==> config.mk <==
export PLATFORM = sky130hd
export DESIGN_NAME = pwm_capture
export DESIGN_NICKNAME = d
export VERILOG_FILES = /design/src/rtl/pwm_capture_pkg.sv /design/src/rtl/pwm_capture_sync.sv /design/src/rtl/pwm_capture.sv
export SDC_FILE = /design/constraint.sdc
export NUM_CORES = 1
export LEC_CHECK = 0
export CAP_MARGIN = 20
export CORE_ASPECT_RATIO = 1.5
export CORE_UTILIZATION = 30
export DETAILED_ROUTE_END_ITERATION = 8
export MAX_ROUTING_LAYER = met4
export PLACE_DENSITY_LB_ADDON = 0.1
export SLEW_MARGIN = 20
export SYNTH_ARGS = -nofsm -noshare
export SYNTH_HDL_FRONTEND = slang
export SYNTH_HIERARCHICAL = 1
export SYNTH_SLANG_ARGS = --single-unit
==> constraint.sdc <==
create_clock -name i_clk -period 3.83 [get_ports i_clk]
set_input_delay 0.383 -clock i_clk [delete_from_list [all_inputs] [get_ports i_clk]]
set_output_delay 0.383 -clock i_clk [all_outputs]
set_load 0.03 [all_outputs]
==> src/rtl/pwm_capture_pkg.sv <==
// Shared types and constants for the PWM period / high-time capture block.
package pwm_capture_pkg;

   localparam int RES_W = 32;

   typedef enum logic [1:0] {
      ST_IDLE,
      ST_ARM,
      ST_HIGH,
      ST_LOW
   } state_t;

   typedef struct packed {
      logic [RES_W-1:0] period;
      logic [RES_W-1:0] high_time;
      logic             overflow;
      logic             stuck_level;
   } res_t;

   // All-ones value of a cnt_bits-wide counter, zero-extended to RES_W.
   function automatic logic [RES_W-1:0] sat_count(input int cnt_bits);
      return (RES_W'(1) << cnt_bits) - RES_W'(1);
   endfunction

endpackage

==> src/rtl/pwm_capture_sync.sv <==
// PWM input synchronizer with edge detect; optional glitch filter when
// PWM_CAPTURE_GLITCH_FILTER_EN is defined.
module pwm_capture_sync #(
   parameter int SYNC_STAGES = 2
`ifdef PWM_CAPTURE_GLITCH_FILTER_EN
   , parameter int FILT_LEN  = 3
`endif
) (
   input  logic i_clk,
   input  logic i_rst,
   input  logic i_pwm_in,
   output logic o_s,
   output logic o_rise,
   output logic o_fall
);

   logic [SYNC_STAGES-1:0] r_sync;
   logic                   r_s_d;
   logic                   w_s;

   always_ff @(posedge i_clk or posedge i_rst) begin
      if (i_rst) r_sync <= '0;
      else       r_sync <= {r_sync[SYNC_STAGES-2:0], i_pwm_in};
   end

`ifdef PWM_CAPTURE_GLITCH_FILTER_EN
   localparam int RUN_W = $clog2(FILT_LEN + 1);

   logic [RUN_W-1:0] r_run;
   logic             r_filt;

   // r_run counts consecutive samples disagreeing with the filtered level.
   always_ff @(posedge i_clk or posedge i_rst) begin
      if (i_rst) begin
         r_run  <= '0;
         r_filt <= 1'b0;
      end else if (r_sync[SYNC_STAGES-1] == r_filt) begin
         r_run <= '0;
      end else if (r_run == RUN_W'(FILT_LEN - 1)) begin
         r_filt <= r_sync[SYNC_STAGES-1];
         r_run  <= '0;
      end else begin
         r_run <= r_run + 1'b1;
      end
   end

   assign w_s = r_filt;
`else
   assign w_s = r_sync[SYNC_STAGES-1];
`endif

   always_ff @(posedge i_clk or posedge i_rst) begin
      if (i_rst) r_s_d <= 1'b0;
      else       r_s_d <= w_s;
   end

   assign o_s    = w_s;
   assign o_rise = w_s & ~r_s_d;
   assign o_fall = ~w_s & r_s_d;

endmodule

==> src/rtl/pwm_capture.sv <==
// Measures PWM period and high time in clock cycles, reporting via valid/ready.
// Build with PWM_CAPTURE_GLITCH_FILTER_EN to add the input glitch filter.
module pwm_capture
   import pwm_capture_pkg::*;
#(
   parameter int CNT_BITS    = 16,
   parameter int SYNC_STAGES = 2
`ifdef PWM_CAPTURE_GLITCH_FILTER_EN
   , parameter int FILT_LEN  = 3
`endif
) (
   input  logic                i_clk,
   input  logic                i_rst,
   input  logic                i_pwm_in,
   input  logic                i_enable,
   input  logic                i_meas_ready,
   output logic                o_meas_valid,
   output logic [CNT_BITS-1:0] o_period,
   output logic [CNT_BITS-1:0] o_high_time,
   output logic                o_overflow,
   output logic                o_stuck_level,
   output logic                o_overrun
);

   localparam logic [CNT_BITS-1:0] SAT = CNT_BITS'(sat_count(CNT_BITS));

   logic                w_s;
   logic                w_rise;
   logic                w_fall;
   state_t              r_state;
   logic [CNT_BITS-1:0] r_cnt;
   logic [CNT_BITS-1:0] r_hi_cap;
   res_t                w_res;
   logic                w_res_vld;
   logic                w_sat;
   res_t                r_res;
   logic                r_valid;
   logic                r_overrun;
   logic                w_unused;

   pwm_capture_sync #(
      .SYNC_STAGES (SYNC_STAGES)
`ifdef PWM_CAPTURE_GLITCH_FILTER_EN
      , .FILT_LEN  (FILT_LEN)
`endif
   ) u_sync (
      .i_clk    (i_clk),
      .i_rst    (i_rst),
      .i_pwm_in (i_pwm_in),
      .o_s      (w_s),
      .o_rise   (w_rise),
      .o_fall   (w_fall)
   );

   // Saturation outranks a coincident edge so a stuck input is always reported.
   assign w_sat = (r_state == ST_HIGH || r_state == ST_LOW) && (r_cnt == SAT);

   always_comb begin
      w_res_vld = 1'b0;
      w_res     = '0;
      if (i_enable) begin
         if (w_sat) begin
            w_res_vld         = 1'b1;
            w_res.period      = RES_W'(SAT);
            w_res.high_time   = (r_state == ST_HIGH) ? RES_W'(SAT) : RES_W'(r_hi_cap);
            w_res.overflow    = 1'b1;
            w_res.stuck_level = w_s;
         end else if (r_state == ST_LOW && w_rise) begin
            w_res_vld       = 1'b1;
            w_res.period    = RES_W'(r_cnt);
            w_res.high_time = RES_W'(r_hi_cap);
         end
      end
   end

   always_ff @(posedge i_clk or posedge i_rst) begin
      if (i_rst) begin
         r_state  <= ST_IDLE;
         r_cnt    <= '0;
         r_hi_cap <= '0;
      end else if (!i_enable) begin
         r_state <= ST_IDLE;
         r_cnt   <= '0;
      end else begin
         case (r_state)
            ST_IDLE: r_state <= ST_ARM;
            ST_ARM: begin
               if (w_rise) begin
                  r_state <= ST_HIGH;
                  r_cnt   <= CNT_BITS'(1);
               end
            end
            ST_HIGH: begin
               if (w_sat) begin
                  r_state <= ST_ARM;
                  r_cnt   <= '0;
               end else if (w_fall) begin
                  r_state  <= ST_LOW;
                  r_hi_cap <= r_cnt;
                  r_cnt    <= r_cnt + 1'b1;
               end else begin
                  r_cnt <= r_cnt + 1'b1;
               end
            end
            ST_LOW: begin
               if (w_sat) begin
                  r_state <= ST_ARM;
                  r_cnt   <= '0;
               end else if (w_rise) begin
                  r_state <= ST_HIGH;
                  r_cnt   <= CNT_BITS'(1);
               end else begin
                  r_cnt <= r_cnt + 1'b1;
               end
            end
            default: r_state <= ST_IDLE;
         endcase
      end
   end

   // A result arriving while the previous one is still held is dropped.
   always_ff @(posedge i_clk or posedge i_rst) begin
      if (i_rst) begin
         r_res     <= '0;
         r_valid   <= 1'b0;
         r_overrun <= 1'b0;
      end else begin
         r_overrun <= 1'b0;
         if (!i_enable) begin
            r_valid <= 1'b0;
         end else if (w_res_vld) begin
            if (!r_valid || i_meas_ready) begin
               r_res   <= w_res;
               r_valid <= 1'b1;
            end else begin
               r_overrun <= 1'b1;
            end
         end else if (r_valid && i_meas_ready) begin
            r_valid <= 1'b0;
         end
      end
   end

   assign o_meas_valid  = r_valid;
   assign o_period      = r_res.period[CNT_BITS-1:0];
   assign o_high_time   = r_res.high_time[CNT_BITS-1:0];
   assign o_overflow    = r_res.overflow;
   assign o_stuck_level = r_res.stuck_level;
   assign o_overrun     = r_overrun;
   assign w_unused      = ^{r_res.period, r_res.high_time};

endmodule

# After elaboration in Yosys (flattened, before gate mapping)
# Index checks and enable logic that the tools add are counted.
# op_classes
n_addsub	1
n_eq_ne	9
n_mux	26
bitwise	5
reduce_logical	11
# ops
op	n
$mux W16	6
$mux W48	2
$pmux W16 S3	1
$add A16 B1 Y16 const B	1
$eq A16 B16 Y1 const B	1
$mux W2	6
$mux W1	10
$pmux W2 S4	1
$eq A2 B2 Y1 const B	2
$ne A4 B1 Y1 const B	1
$ne A4 B3 Y1 const B	1
$reduce_and A2 Y1	2
$reduce_and A4 Y1	1
$logic_and A1 B1 Y1	3
$ne A3 B1 Y1 const B	1
$ne A3 B2 Y1 const B	1
$ne A3 B3 Y1 const B	1
$not A1 Y1	3
$reduce_and A3 Y1	1
$and A1 B1 Y1	2
$eq A2 B1 Y1 const B	1
$logic_not A2 Y1	1
$logic_or A1 B1 Y1	2
$logic_not A1 Y1	1
# word_totals
register_bits	73
in_bits	5
out_inout_bits	36
elab_cells	63

# Logic depth before layout (Yosys ltp)
# depth
ltp_word	8
depth_mapped	7
mapped_depth_nobuf	6

# Cells and area by module
# The synthesis kept the hierarchy.
# modules_own_cells
mod	n_inst	cells_per_inst	area_per_inst_um2	seq_area_each_um2
pwm_capture	1	269	3041.7	1751.7
pwm_capture_sync	1	6	93.8	75.1

# Worst setup path after synthesis
# OpenSTA, ideal clock, no wires.
# synth_timing
path_type	reg2reg
from	register r_cnt[0]
to	register r_hi_cap[0]
setup_ps	125
arrival_ps	2084
required_time_ps	3705
setup_slack_ps	1621
path_stages_with_launch	7
path_buffers	1
period_less_slack_ps	2209
cell_sequence	dfrtp_1 > ha_1 > nand4_2 > nor4_4 > nor4b_2 > buf_2 > mux2_2
# synth_via
elab_chain_cells	4
# synth_lines
element	line	rtl
from (decl)	pwm_capture.sv:31	logic [CNT_BITS-1:0] r_cnt;
from (signal assigned)	pwm_capture.sv:100	r_cnt <= r_cnt + 1'b1;
from (signal assigned)	pwm_capture.sv:102	r_cnt <= r_cnt + 1'b1;
from (signal assigned)	pwm_capture.sv:113	r_cnt <= r_cnt + 1'b1;
$eq A16 B16 Y1	pwm_capture.sv:56	assign w_sat = (r_state == ST_HIGH || r_state == ST_LOW) && (r_cnt == SAT);
$logic_and A1 B1 Y1	pwm_capture.sv:56	
$not A1 Y1 (no line)	n/a	
$reduce_and A4 Y1 (no line)	n/a	
to (signal assigned)	pwm_capture.sv:99	r_hi_cap <= r_cnt;
to (decl)	pwm_capture.sv:32	logic [CNT_BITS-1:0] r_hi_cap;
# Parallel ways exist; a longest one is shown, timed or not.
# A chain may end at the register's enable or synchronous reset.

# Final worst setup path
# layout_timing
from	register r_cnt[0]
to	register r_res, in the netlist o_period[2]
# layout_via
elab_chain_cells	5
word_cells_on_any_way	6
cone_classes	eq/ne (1); mux (3); reduce/logical (2)
# layout_lines
element	line	rtl
$eq A16 B16 Y1 *	pwm_capture.sv:56	
$logic_and A1 B1 Y1 *	pwm_capture.sv:56	
$mux W1	pwm_capture.sv:62	if (w_sat) begin
$mux W1	pwm_capture.sv:61	if (i_enable) begin
$reduce_and A3 Y1 (no line)	n/a	
to (signal assigned)	pwm_capture.sv:133	r_res <= w_res;
to (decl)	pwm_capture.sv:36	res_t r_res;
# Mark *: on every way between the ends. The rest lies on a longest branch, timed or not.

==> results_dict.tcl <==
set metrics [dict create \
    cts_sinks 73 \
    grt_pass1_wl_mm 10.85 \
    crit_end "o_period[2]" \
    slew_headroom_pct 45.01 \
    clock_latency_ns 0.33 \
    synth_top_area_share_pct 58.26 \
    detail-route-antenna-nets 0 \
    r2r-end "o_period[2]" \
    num_antenna_cells 0 \
    cp-end-kind "flop" \
    pwr_density_cell_nw_per_um2 430.1 \
    vias_per_cell 4.966 \
    crit_fanout 40 \
    ys_top_cells_by_area "dfrtp_1 58%, mux2_2 7.5%, nand2_1 4.0%" \
    drc_errors 0 \
    crit_type "reg -> reg" \
    hp-class "in -> async" \
    ctsLongestPathBuffers 2 \
    setup-violations-final 0 \
    ys_ff_latch 73 \
    area_growth_pct 27.02 \
    fin_area_sq_um 3983 \
    fin_skew_ns 0.005754 \
    grt_setup_unrepaired "no" \
    r2r-start "r_cnt[0]" \
    via_count 2190 \
    outcome "complete, no violations" \
    routed_wl_mm 6.583 \
    worst_pin_slew_ns 0.8185 \
    first_pass_iters 4 \
    drtIter0Drc 99 \
    die_x_microns 85.48 \
    track_usage_pct 13.64 \
    core_sq_um 10130 \
    wl_met1_mm 3.125 \
    final_layout_size_suffix_gt1_share_pct 17.90 \
    wl_met3_microns 248 \
    yosysWarnings 6 \
    htree_levels 3 \
    grt_remaining_overflow 0 \
    top_layer_used "met4" \
    fill_cells 1002 \
    ff2ff_path_depth 7 \
    hpwl_mm 4.454 \
    portBuffers 40 \
    nets 325 \
    synth.distinct_cells 37 \
    grt_max_degree 41 \
    cts_buffers 9 \
    critical_path_required_ns 4.05 \
    timing.fmax_mhz 388.4 \
    layout_common_cells "73 x dfrtp_1, 40 x clkdlybuf4s50_1, 33 x nand2_1, 24 x nor2_1, 22 x o21ai_0" \
    start_util_pct 30.94 \
    ys_seq_area_share_pct 58.26 \
    avgSynthCellArea_sq_um 11.40 \
    ir_drop_v 0.0002093 \
    arrival_ns 2.79 \
    layout_setup_ws_ns 1.255 \
    min_period_ns 2.575 \
    io_pins 41 \
    cts_hold_buffers 0 \
    cap_violations 0 \
    yosysTopAreaCell "dfrtp_1" \
    syn-instance-count 275 \
    grt_pass1_vias 2101 \
    wl_met2_mm 3.019 \
    wl_per_cell_microns 14.93 \
    setup_tns_ns 0 \
    post-route-period-util_pct 67.23 \
    syn_nets 281 \
    cts_setup_buffers 0 \
    place_area_sq_um 3666 \
    r2r_slack_ns 1.26 \
    dieArea_sq_um 10870 \
    fp-row-count 45 \
    hold_viol 0 \
    antenna_found_initial 0 \
    cts_tree "done" \
    final_max_slew_viol_count 0 \
    crit_start "r_cnt[0]" \
    place_ws_ns 1.263 \
    post_cts_resized 0 \
    cp-start-kind "flop" \
    clk_pin_slew_worst_paths_ns 0.06 \
    ctsRootBufferMaster "clkbuf_16" \
    layout_commonest_cell "dfrtp_1" \
    leakage_nw 1.758 \
    synth_area_sq_um 3136 \
    gp_congestion 0.7509 \
    post-route-util_pct 39.30 \
    die_h_microns 127.2 \
]
==> layer usage <==
metal  vias up  track usage [%]
li1       1069                -
met1      1052            17.11
met2        53            19.72
met3        16            3.747
met4         0            7.843
met5         -                -
==> worst min path at each step <==
stage,depth (start not counted),startpoint,slack [ns],to
floorplan,1,i_rst,0.14,u_sync/r_s_d
global placement,0,u_sync/r_sync[0],0.34,u_sync/r_sync[1]
detailed placement,0,u_sync/r_sync[0],0.34,u_sync/r_sync[1]
CTS,2,i_rst,0.25,u_sync/r_sync[0]
global route,2,i_rst,0.28,u_sync/r_sync[0]
finish,2,i_rst,0.26,u_sync/r_sync[0]
==> area by class of cell <==
class	instances	area, sq um	share of cell area (%)
Inverter	5	18.77	0.4713
Timing Repair Buffer	46	445.4	11.18
Tap cell	117	146.4	3.676
Clock buffer	12	266.5	6.692
Multi-Input combinational cell	184	1229	30.85
Sequential cell	73	1827	45.87
Clock inverter	4	50.05	1.257
==> through the flow <==
stage	total power, W	hold slack [ns]	std cells
4_1_cts	0.001739	0.2548	441
3_3_place_gp	0.0008529	0.3371	425
6_report	0.001713	0.2585	441
3_5_place_dp	0.0008535	0.3403	425
5_1_grt	0.001774	0.2835	441
2_1_floorplan	0.0008321	0.1366	275
==> where the power goes <==
group          switching [W]  internal [W]  total (W)
sequential        0.00000739      0.000777   0.000785
clock               0.000319      0.000556   0.000875
combinational      0.0000363     0.0000164  0.0000527
total               0.000363       0.00135    0.00171
==> sequential cells by signal (all words and copies together), names as in the netlist <==
| signal | cells |
|---|---|
| r_hi_cap | 16 |
| o_overrun | 1 |
| o_meas_valid | 1 |
| r_state | 2 |
| o_stuck_level | 1 |
| o_high_time | 16 |
| u_sync/r_s_d | 1 |
| r_cnt | 16 |
| o_period | 16 |
| u_sync/r_sync | 2 |
| o_overflow | 1 |
==> cells in the mapped netlist <==
library cell  number
nor3b_4            1
and2_1             3
o41ai_1            1
nand4_1            7
nor3b_1            1
xor2_1             1
dfrtp_1           73
nor4b_2            1
buf_6              2
nand4_2            1
a21boi_0           1
o31ai_1            1
and2b_2            1
a22o_1             3
buf_2              2
nor2_1            24
mux2i_1            5
inv_1              5
mux2_4             7
a21oi_1           13
nand2b_1           3
o2111ai_4          1
and2_0             1
nor2b_1            1
o21ai_1            4
clkbuf_1           9
mux2_2            21
a21o_1             1
nor4_4             1
nand2_1           33
a41oi_1            1
nor3_1             3
ha_1               1
a31oi_1            7
nand3_1           11
xnor2_1            2
o21ai_0           22
==> worst max-delay path, stage by stage, from the launching register on <==
cell       delay [ns]
dfrtp_1          0.45
ha_1             0.24
nand4_2          0.19
nor4_4           0.30
buf_4            0.24
o2111ai_4        0.31
buf_4            0.38
mux2_4           0.34
==> kinds of logic after synthesis <==
group	share of synthesized area, %
simple gates	14.72
flops	58.26
fa+ha+maj	0.3990
xor+xnor	0.8381
compound gates	10.58
mux	12.49
buf+inv	2.713
Power figures use the tool's default switching activity.
